<file path="config.mk">
export PLATFORM = sky130hd
export DESIGN_NAME = am_tx_sched
export DESIGN_NICKNAME = d
export VERILOG_FILES = /design/src/rtl/am_tx_sched.sv
export SDC_FILE = /design/constraint.sdc
export NUM_CORES = 1
export LEC_CHECK = 0
export CORE_UTILIZATION = 45
export DETAILED_ROUTE_END_ITERATION = 10
export DONT_BUFFER_PORTS = 1
export PLACE_DENSITY = 0.68
export SYNTH_ARGS = -nofsm -noshare
export SYNTH_HDL_FRONTEND = slang
export SYNTH_SLANG_ARGS = --single-unit
</file>
<file path="constraint.sdc">
create_clock -name clk -period 7.5 [get_ports clk]
set_input_delay 2.25 -clock clk [delete_from_list [all_inputs] [get_ports clk]]
set_output_delay 2.25 -clock clk [all_outputs]
set_load 0.01 [all_outputs]
</file>
<file path="src/rtl/am_tx_sched.sv">
// Alignment-marker scheduler for the 4-lane 40GBASE-R transmit PCS.
// Picks the cycle in which every lane carries an alignment marker, stalls
// the upstream encoder for that slot and freezes the period on gearbox pauses.
module am_tx_sched #(
    parameter int LANE_N    = 4,
    parameter int AM_PERIOD = 16384,
    parameter int CNT_W     = $clog2(AM_PERIOD)
) (
    input  logic             clk,
    input  logic             nreset,
    input  logic             en_i,
    input  logic             gb_pause_i,
    output logic             ready_o,
    output logic             marker_v_o,
    output logic             bip_clr_o,
    output logic [CNT_W-1:0] slot_cnt_o,
    output logic [15:0]      marker_cnt_o,
    output logic             active_o
);

    typedef enum logic {
        S_IDLE = 1'b0,
        S_RUN  = 1'b1
    } state_t;

    localparam logic [CNT_W-1:0] CNT_LAST = CNT_W'(AM_PERIOD - 1);

    // Elaborates only for an unusable configuration (no lanes or a period
    // too short to leave room for data between markers).
    if (LANE_N < 1 || AM_PERIOD < 4) begin : g_bad_param_unsupported
    end

    state_t           state_q, state_d;
    logic [CNT_W-1:0] cnt_q, cnt_d;
    logic [15:0]      marker_cnt_q, marker_cnt_d;

    logic run;
    logic slot0;
    logic act;
    logic marker_v;

    // Output decode: purely from registered state and the pause input, so en_i
    // never reaches an output in the same cycle; reset masks the strobes.
    always_comb begin
        run      = (state_q == S_RUN);
        slot0    = (cnt_q == '0);
        act      = !gb_pause_i;
        marker_v = nreset & run & slot0 & act;
        ready_o  = nreset & act & !(run & slot0);
    end

    assign marker_v_o   = marker_v;
    assign bip_clr_o    = marker_v;
    assign slot_cnt_o   = cnt_q;
    assign marker_cnt_o = marker_cnt_q;
    assign active_o     = run;

    // Next-state: period counter advances only on active RUN cycles; leaving
    // or entering RUN always restarts the period at the marker slot.
    always_comb begin
        state_d      = state_q;
        cnt_d        = cnt_q;
        marker_cnt_d = marker_cnt_q + {15'd0, marker_v};
        case (state_q)
            S_IDLE: begin
                cnt_d = '0;
                if (en_i) begin
                    state_d = S_RUN;
                end
            end
            S_RUN: begin
                if (!en_i) begin
                    state_d = S_IDLE;
                    cnt_d   = '0;
                end else if (act) begin
                    cnt_d = (cnt_q == CNT_LAST) ? '0 : cnt_q + 1'b1;
                end
            end
            default: begin
                state_d = S_IDLE;
                cnt_d   = '0;
            end
        endcase
    end

    // State registers with synchronous active-low reset.
    always_ff @(posedge clk) begin
        if (!nreset) begin
            state_q      <= S_IDLE;
            cnt_q        <= '0;
            marker_cnt_q <= '0;
        end else begin
            state_q      <= state_d;
            cnt_q        <= cnt_d;
            marker_cnt_q <= marker_cnt_d;
        end
    end

endmodule
</file>
==> flow_results.org <==
** Setup path
- Crit end category :: output port
- The signal on the critical path passes through nor3b_1.
- Delay of the slowest critical-path stage :: 0.64 ns
- The worst setup path is launched from a primary input.
- Critical path required time :: 5.25 ns
- Among all stages on the critical path, the largest delay is contributed by sky130_fd_sc_hd__nor3b_1.
- Arrival time reported for the critical path endpoint :: 2.90 ns
- The worst setup path is of the in -> out kind.
- Counting both buffers and inverters, the worst setup path holds a total of 0.
- The setup check on the worst reg-to-reg path leaves a slack of 4.16 ns.
- Family with the most delay on the worst path :: simple AND/OR/NAND/NOR gates
- Crit Path Max Fanout :: 9

** Die
- I/O pins :: 38
- The floorplan step defined a core boundary enclosing 0.00336 sq mm.
- Number of placement rows :: 21
- Measured along the y axis, the die boundary spans 61.6 microns.
- The floorplan step set the die width to 61.6 microns.
- The floorplan step defined a die boundary enclosing 0.00380 sq mm.
- For this configuration, the core starts out at a cell density of 0.475.

** Logic synthesis
- Proportion of synthesized flip-flops having asynchronous set or reset :: 0
- Average cell area after synthesis :: 8.93 sq um
- The synthesized design contains 31 register bits.
- For this run, the leading register cell type out of synthesis is sky130_fd_sc_hd__dfxtp_1.
- The synthesized design contains 0 enable-type register cells.
- For this run, the number of Yosys warnings is 0.
- Of the synthesized area, sequential elements account for 0.388.
- After technology mapping, the gate count stands at 179.
- Cell Area, Synth :: 0.00160 sq mm
- The synthesized netlist contains 43 unique library cells.
- Nets in the synthesized netlist :: 187

** Clock tree
- For the worst-skew pair, the clock arrives at the later sink with an insertion delay of 0.33 ns.
- Number of buffers added to fix hold violations after cts :: 0
- TritonCTS built the clock tree.
- The number of setup buffers added after CTS is 0.
- CTS Sinks :: 31
- CTS H-tree depth :: 2
- TritonCTS Buffers :: 5
- Clock-pin slew was measured on the worst setup and hold paths at 0.09 ns.
- Root buffer cell :: sky130_fd_sc_hd__clkbuf_4
- Gates resized during post-CTS repair numbered 0.
- Maximum root-to-sink buffer count :: 2

** STA
- Setup repair after global routing left no endpoint under its margin.
- Period Utilization, post-route :: 0.686
- The number of hold-slack violations in the final timing report came to 0.
- Worst Max-Slew Pin Slew :: 0.799 ns
- The count of final max-slew check failures is 0.
- The tightest hold path in the finished design has a slack of 0.539 ns.
- Measured against its own limit, the worst slew margin works out to 0.466.
- Minimum setup slack in the final design :: 2.35 ns
- Final setup violating endpoints :: 0
- Aggregate negative setup slack :: 0 ns
- For the final database, setup skew stands at 0.00746 ns.
- Final critical delay including setup and external delays :: 5.15 ns
- For this run, the top clock speed supported by timing is 194 MHz.

** Global route
- Global-route wire length before repair :: 5290 microns
- Vias in the first global route :: 1,160
- In the global route stage, overall resource usage came out at 0.191.
- Maximum number of pins on one net before global-route repair :: 32
- Antenna violations before repair :: 0
- Overflow after GRT :: 0

** Power
- Power spread over the standard cell area amounts to 161 mW/mm^2.
- Share of power burned in the clock network :: 0.362
- Total power draw :: 0.270 mW
- Int Pwr :: 0.211 mW
- Relative contribution of combinational cells to total power :: 0.021
- Reported leakage power :: 0.607 nW
- Sw Ratio :: 0.217
- For this design the total switching power over the nets is 0.0585 mW.
- Part of the total power dissipated in sequential elements :: 0.617
- The worst-case IR drop observed on VDD is 0.0733 mV.

** Drt
- The detail route stage leaves a number of antenna-violating nets equal to 0.
- After detailed routing, the average wire length per cell comes to 14.7 microns.
- # DRC :: 0
- The first TritonRoute pass finished after 4 iterations.
- For this block, the routed nets add up to 3310 microns of wire.
- For this block, the initial DRC count from the detailed router was 61.
- Vias per inst :: 5.73
- Via count of the routed design :: 1,296

** Place
- The congestion estimate from routability-driven global placement came to 0.858.
- Number of input and output port buffers inserted :: 0
- The placed instances occupy a cell area of 0.00162 sq mm.
- Cell count after placement :: 219
- Worst Setup Slack post-DPL :: 2.34 ns
- Total half-perimeter wirelength after legalization and detailed placement :: 2410 microns

** Cells and area
- Highest-count cells in the layout ignoring fill and taps :: sky130_fd_sc_hd__dfxtp_1, sky130_fd_sc_hd__and2_1, sky130_fd_sc_hd__nand2_1, sky130_fd_sc_hd__nand3_1, sky130_fd_sc_hd__xor2_1
- Nets@finish :: 188
- Final Non-Filler Cells :: 226
- Antenna fix cells :: 0
- Final design utilization :: 0.499
- Proportion of layout cells with a drive suffix above 1 :: 0.0778
- Leaving out fill and tap cells, the most frequent cell in the layout is sky130_fd_sc_hd__dfxtp_1.
- Once layout is done, the placed cells without fillers occupy 0.00168 sq mm.
- The area growth from synthesis to layout is 4.93%.

** Run
- Max_cap viols :: 0

** Outcome
- Status :: finished clean

** Hold path
- The path class of the tightest hold or removal check is reg -> reg.
[metal layers]
layer  global-route usage  up-vias  wire length, microns
met4               0.0762        0                    44
met2                0.290       35                  1540
met3               0.0672        6                   218
met5                    0        -                     0
met1                0.247      606                  1510
li1                     -      649                     -
[Yosys cell counts, types with 5 or more instances]
| library cell | instances | area (sq um) |
|---|---|---|
| sky130_fd_sc_hd__nor4_1 | 6 | 37.5 |
| sky130_fd_sc_hd__dfxtp_1 | 31 | 621 |
| sky130_fd_sc_hd__and2_1 | 15 | 93.8 |
| sky130_fd_sc_hd__inv_1 | 6 | 22.5 |
| sky130_fd_sc_hd__nor2_1 | 8 | 30.0 |
| sky130_fd_sc_hd__nand3_1 | 13 | 65.1 |
| sky130_fd_sc_hd__xnor2_1 | 5 | 43.8 |
| sky130_fd_sc_hd__nor3_1 | 5 | 25.0 |
| sky130_fd_sc_hd__nand4_1 | 6 | 37.5 |
| sky130_fd_sc_hd__nand2_1 | 14 | 52.6 |
| sky130_fd_sc_hd__xor2_1 | 10 | 87.6 |
| sky130_fd_sc_hd__a21boi_1 | 5 | 37.5 |
[sequential cells by signal, summed over array words and instances, names as in the netlist]
register / count
slot_cnt_o: 14
marker_cnt_o: 16
active_o: 1
[final cells by class]
class | count | area [sq um]
Tap cell | 46 | 57.6
Clock buffer | 6 | 51.3
Inverter | 6 | 22.5
Clock inverter | 1 | 5.00
Fill cell | 339 | 1690
Sequential cell | 31 | 621
Multi-Input combinational cell | 136 | 921
[logic make-up (layout without fill, tap and decap cells)]
kind of cell,after synthesis,count (layout),synth area share
and+or+nand+nor,91,91,0.336
DFF,31,31,0.388
AOI/OAI and AO/OA,24,24,0.114
xor gates and xnor gates,15,15,0.0822
buffers and inverters,12,13,0.0360
adders and majority gates,4,4,0.0313
muxes,2,2,0.0125
[power by group through the flow]
stage	combinational, mW	clock [mW]	sequential (mW)
finish	0.00567	0.0978	0.166
global route	0.00617	0.107	0.167
CTS	0.00566	0.102	0.166
detailed placement	0.00564	0	0.170
global placement	0.00561	0	0.170
floorplan	0.00673	0	0.170
[final timing paths]
path                                        from          endpoint  depth (start not counted)
worst max-delay path                  gb_pause_i        marker_v_o                          1
worst min-delay path            marker_cnt_o[15]  marker_cnt_o[15]                          2
worst max register to register     slot_cnt_o[0]  marker_cnt_o[14]                         11
worst min register to register  marker_cnt_o[15]  marker_cnt_o[15]                          2
(Power assumes the default switching activity.)
